[config.mk]
export PLATFORM = sky130hd
export DESIGN_NAME = dot_product_accumulator
export DESIGN_NICKNAME = d
export VERILOG_FILES = /design/src/rtl/dot_product_accumulator.sv
export SDC_FILE = /design/constraint.sdc
export NUM_CORES = 1
export LEC_CHECK = 0
export CORE_AREA = 2 2 63 65
export CTS_CLUSTER_SIZE = 8
export DETAILED_ROUTE_END_ITERATION = 12
export DIE_AREA = 0 0 65 67
export GPL_TIMING_DRIVEN = 0
export PLACE_DENSITY = 0.87
export SETUP_SLACK_MARGIN = 0.02
export SYNTH_ARGS = -nofsm -noshare
export SYNTH_HDL_FRONTEND = slang
export SYNTH_SLANG_ARGS = --single-unit
[constraint.sdc]
create_clock -name clk -period 6.6 [get_ports clk]
set_input_delay 1.32 -clock clk [delete_from_list [all_inputs] [get_ports clk]]
set_output_delay 1.32 -clock clk [all_outputs]
set_load 0.005 [all_outputs]
[src/rtl/dot_product_accumulator.sv]
// Sums NUM_TERMS strobed products plus a bias into a saturating pre-activation value,
// presenting each finished sum with a one-cycle valid pulse.
module dot_product_accumulator #(
  parameter int PRODUCT_WIDTH = 8,
  parameter int NUM_TERMS     = 16,
  parameter int ACC_WIDTH     = 12,
  parameter int COUNT_WIDTH   = 5
) (
  input  logic                     clk,
  input  logic                     reset,
  input  logic                     start,
  input  logic [ACC_WIDTH-1:0]     bias_in,
  input  logic [PRODUCT_WIDTH-1:0] product_in,
  input  logic                     load_in,
  output logic                     busy,
  output logic [COUNT_WIDTH-1:0]   term_count,
  output logic [ACC_WIDTH-1:0]     sum_out,
  output logic                     sum_valid,
  output logic                     overflow
);

  typedef enum logic {IDLE, ACCUM} state_t;

  localparam logic [COUNT_WIDTH-1:0] LAST_TERM  = COUNT_WIDTH'(NUM_TERMS - 1);
  localparam logic [COUNT_WIDTH-1:0] TERMS_DONE = COUNT_WIDTH'(NUM_TERMS);

  state_t               state;
  logic [ACC_WIDTH-1:0] acc;
  logic [ACC_WIDTH:0]   next_sum;
  logic [ACC_WIDTH-1:0] sat_sum;

  // One extra bit catches the carry out, which pins the result at all-ones.
  assign next_sum = {1'b0, acc} + {{(ACC_WIDTH + 1 - PRODUCT_WIDTH){1'b0}}, product_in};
  assign sat_sum  = next_sum[ACC_WIDTH] ? {ACC_WIDTH{1'b1}} : next_sum[ACC_WIDTH-1:0];

  always_ff @(posedge clk or negedge reset) begin
    if (!reset) begin
      state      <= IDLE;
      acc        <= '0;
      term_count <= '0;
      sum_out    <= '0;
      sum_valid  <= 1'b0;
      overflow   <= 1'b0;
      busy       <= 1'b0;
    end else begin
      sum_valid <= 1'b0;
      case (state)
        IDLE: begin
          if (start) begin
            acc        <= bias_in;
            term_count <= '0;
            overflow   <= 1'b0;
            state      <= ACCUM;
            busy       <= 1'b1;
          end
        end
        ACCUM: begin
          // A start mid-sum abandons the partial result; a coincident product is dropped.
          if (start) begin
            acc        <= bias_in;
            term_count <= '0;
            overflow   <= 1'b0;
          end else if (load_in) begin
            acc <= sat_sum;
            if (next_sum[ACC_WIDTH]) overflow <= 1'b1;
            if (term_count == LAST_TERM) begin
              sum_out    <= sat_sum;
              sum_valid  <= 1'b1;
              term_count <= TERMS_DONE;
              state      <= IDLE;
              busy       <= 1'b0;
            end else begin
              term_count <= term_count + COUNT_WIDTH'(1);
            end
          end
        end
        default: begin
          state <= IDLE;
          busy  <= 1'b0;
        end
      endcase
    end
  end

endmodule

After elaboration in Yosys (flattened, before gate mapping) --
Cells that the tools add are included.
Operators by class: reductions and logical operators 4, add/subtract/negate cells 2, mux-type cells 29, bitwise operators 2, equality and inequality tests 7
Operator list (number):
- 12-bit 2-to-1 mux | 4
- 12-bit one-hot mux with 2 select lines | 1
- 5-bit 2-to-1 mux | 4
- 1-bit 2-to-1 mux | 16
- 12-bit by 8-bit adder with 13-bit output | 1
- 5-bit one-hot mux with 2 select lines | 1
- 4-bit AND reduction | 2
- 2-bit != test (second input constant) | 3
- 1-bit one-hot mux with 2 select lines | 3
- 5-bit by 1-bit adder with 5-bit output (second input constant) | 1
- 5-bit by 4-bit equality test with 1-bit output (second input constant) | 1
- 3-bit by 2-bit != test with 1-bit output (second input constant) | 1
- 3-bit != test (second input constant) | 1
- 3-bit AND reduction | 1
- 2-bit by 1-bit != test with 1-bit output (second input constant) | 1
- 1-bit inverter | 2
- 2-bit AND reduction | 1
Word-level totals: logic and storage cells 51, register bits after elaboration 33, input port bits 24

Depth between registers and ports, before layout --
depth after elaboration 5, depth in mapped cells 10, depth with buffers taken out 9

Worst setup path before layout --
No wires, ideal clock.
kind input-to-reg, start in product_in[0], end reg acc[0], data arrival time 3.196 ns, required time 6.477 ns, buffers on the path 2, setup slack 3.281 ns, stages 10, cells stage by stage ha_1 fa_1 a211oi_2 nor2_1 a211o_4 nor2b_4 buf_6 buf_6 nor3_2 o21ai_1
Between the ends: longest elaborated chain between the ends 5
Ends and longest elaborated chain:
- start, declared | line 13 | input logic [PRODUCT_WIDTH-1:0] product_in,
- 12-bit by 8-bit adder with 13-bit output | line 33 | assign next_sum = {1'b0, acc} + {{(ACC_WIDTH + 1 - PRODUCT_WIDTH){1'b0}}, product_in};
- 12-bit 2-to-1 mux | line 34 | assign sat_sum = next_sum[ACC_WIDTH] ? {ACC_WIDTH{1'b1}} : next_sum[ACC_WIDTH-1:0];
- 12-bit 2-to-1 mux | line 63 | end else if (load_in) begin
- 12-bit 2-to-1 mux | line 59 | if (start) begin
- 12-bit one-hot mux with 2 select lines | line 47 | case (state)
- end signal, assigned | line 50 | acc <= bias_in;
- end signal, assigned | line 60 | acc <= bias_in;
- end signal, assigned | line 64 | acc <= sat_sum;
- end, declared | line 28 | logic [ACC_WIDTH-1:0] acc;
No other way between the ends. The select of a mux whose other input is x is not followed. A chain may end at the register's enable or synchronous reset.

Final worst setup path --
start in product_in[0], end reg acc[3]
Same word-level chain as after synthesis.

==> results.cfg <==
[place]
place_area_um2 = 2402
port_buffers = 42
place_inst = 299
place_ws_ps = 2673
hpwl_um = 3236
routabilityCongestion = 0.8138

[die]
dieArea_um2 = 4355
die_h_um = 67
core_area_um2 = 3606
ioPinCount = 44
core.rowCount = 22
start_util = 0.5344
die_x_um = 65

[drt]
vias_per_cell = 5.626
first_iter_violations = 104
wl_um = 4419
route.detailed.drc = 0
wl_per_cell_um = 14.49
ant_nets = 0
firstDrtPassIters = 4
num_vias = 1716

[setup_path]
cpPeakStageDelay_ps = 440
slowest_stage = fa_1
critical_path.top_delay_family = compound AO/OA/AOI/OAI gates
required_ps = 6740
path_max_fanout = 8
crit_chain = clkdlybuf4s50_1 > ha_1 > fa_1 > a211oi_2 > nor2_1 > a211o_4 > nor2b_4 > buf_6 > nor3_1 > o21ai_0
crit_path_end_kind = flip-flop
cp.buffers_inverters = 2
startpoint_type = primary input
worstPathArrival_ps = 3810
crit_type = in -> reg

[flow_run]
maxCapViolations = 0

[synthesis]
ys_seq_area_frac = 0.4286
synth_seq_cells = 33
yosys.area_share.simple = 0.1916
synth_compound_area_frac = 0.2123
ys_async_sr_fraction = 1.000
synth.cell_area_um2 = 1927
netlist_instances = 209
synth_top_family_by_area = compound AO/OA/AOI/OAI gates
yosysUniqueCellTypes = 41
synth.top_cells.by_area = dfrtp_1 (43%), ha_1 (7.8%), nand2_1 (7.0%)
synth_top_cell_area_share = 0.4286
yosysWarnings = 0
synthesis.nets = 246
ys.flop_type = dfrtp_1
synthAdderAreaFrac = 0.08831
synth_edf_count = 0
avgSynthCellArea_um2 = 9.219
synth_area_leader_cell = dfrtp_1
synthXorXnorAreaFrac = 0.03182
muxShareOfSynthArea = 0.01104

[power]
combPwrFrac = 0.285
irDropWorstVdd_mv = 0.1355
powerDensity_nw_per_um2 = 205.2
intPower_uw = 352.2
power_uw = 508.0
p_leak_nw = 1.113
power.share.sequential = 0.449
p_switching_uw = 155.8
pwr-share-clk = 0.266
switching_share = 0.3068

[global_routing]
grt-ovfl-total = 0
antenna_found_initial = 0
grt_pass1_vias = 1643
grt_pass1_wl_um = 7514
grt_max_degree = 34
grt.total_usage = 0.2278

[clocking]
clock_latency_ps = 280
ctsResizeCount = 0
cts_setup_buffers = 0
clockBufferDepth = 2
h-tree-depth = 2
numClockSinks = 33
path_clk_slew_ps = 60
cts_hold_buf = 0
cts_tree = done
numCtsBuffers = 5
clock-root-buffer = clkbuf_8

[min_path]
holdCritPathClass = reg -> reg

[finish]
instances_no_fill = 305
drive_above_1_share = 0.08560
area_delta_synth_final_pct = 28.51
most-common-layout-cells = clkdlybuf4s50_1 (41), nand2_1 (36), dfrtp_1 (33)
finalNetCount = 295
diodes = 0
final_common_cell = clkdlybuf4s50_1
fin_area_um2 = 2476
fillers = 283

[sta]
maxSlewHeadroom = 0.5113
fin_crit_sh = 0.5556
slew_viol_final = 0
tns_ps = 0
fmax_mhz = 272.7
final-setup-viol-count = 0
clock_skew_ps = 6.452
hold_violations = 0
tightestPinTransition_ps = 733.1
rsz0062_at_grt = no
post-route-min-period_ps = 3667
timing.final.ws_setup_ps = 2933

[outcome]
status = complete, no violations
synthesized netlist by cell type, drive strengths merged (2+ instances only):
cell type  count
nand2         36
dfrtp         33
o21ai         29
nor2          15
ha            12
nor3          12
a21oi          7
clkbuf         6
o31ai          5
xnor2          5
a211oi         4
a21o           4
and3           4
buf            4
inv            4
nand3          3
a22o           2
a22oi          2
a311oi         2
a41oi          2
and4           2
o21bai         2
xor2           2
state kept, by name, summed over array words and instances, names as in the netlist:
signal,count
sum_valid,1
sum_out,12
busy,1
term_count,5
state,1
overflow,1
acc,12
worst reg2reg max path, stage by stage (launching register included):
cell and delay [ps]:
dfrtp_1 380, ha_1 220, fa_1 440, a211oi_2 270, nor2_1 110, a211o_4 390
nor2b_4 140, buf_6 130, nor3_1 190, o21ai_0 140
layer usage:
layer	vias up	global-route usage	part of all wire
li1	850	-	-
met1	803	0.2953	0.48
met2	59	0.3814	0.47
met3	4	0.04730	0.048
met4	0	0.07181	0.0075
met5	-	0	0
power by group through the flow:
stage / registers [mW] / logic, mW / clock network [mW]
final: 0.228 / 0.145 / 0.135
after detailed placement: 0.231 / 0.142 / 0
after global routing: 0.230 / 0.160 / 0.146
after floorplan: 0.229 / 0.0958 / 0
after CTS: 0.228 / 0.143 / 0.137
after global placement: 0.230 / 0.139 / 0
final timing paths:
check	from	to	slack [ps]	cells after the start
max	product_in[0]	acc[3]	2930	10
min	sum_out[3]	sum_out[3]	470	2
max reg2reg	acc[0]	acc[3]	4030	9
min reg2reg	sum_out[3]	sum_out[3]	470	2
max in group asynchronous	reset	acc[6]	5030	1
min in group asynchronous	reset	acc[2]	1090	1
cells by family (layout without fill, tap and decap cells):
kind of cell | Yosys count | count (layout)
adders and majority gates | 13 | 13
DFF | 33 | 33
muxes | 2 | 2
xor gates and xnor gates | 7 | 7
AOI/OAI and AO/OA | 62 | 62
buffers and inverters | 14 | 62
and+or+nand+nor | 78 | 78
stage by stage:
step	utilization	hold WS [ps]
CTS	0.6867	480.1
detailed placement	0.6662	463.8
global placement	0.6676	458.6
global route	0.6867	503.6
floorplan	-	469.7
finish	0.6867	474.4
layout make-up:
cell class / count / area (µm²) / area share
Inverter: 4 / 15.01 / 0.006064
Timing Repair Buffer: 42 / 415.4 / 0.1678
Tap cell: 48 / 60.06 / 0.02425
Buffer: 10 / 55.05 / 0.02223
Clock buffer: 5 / 68.82 / 0.02779
Sequential cell: 33 / 825.8 / 0.3335
Clock inverter: 1 / 5.005 / 0.002021
Multi-Input combinational cell: 162 / 1031 / 0.4164
Note: power is estimated with default switching activity, not from simulation.
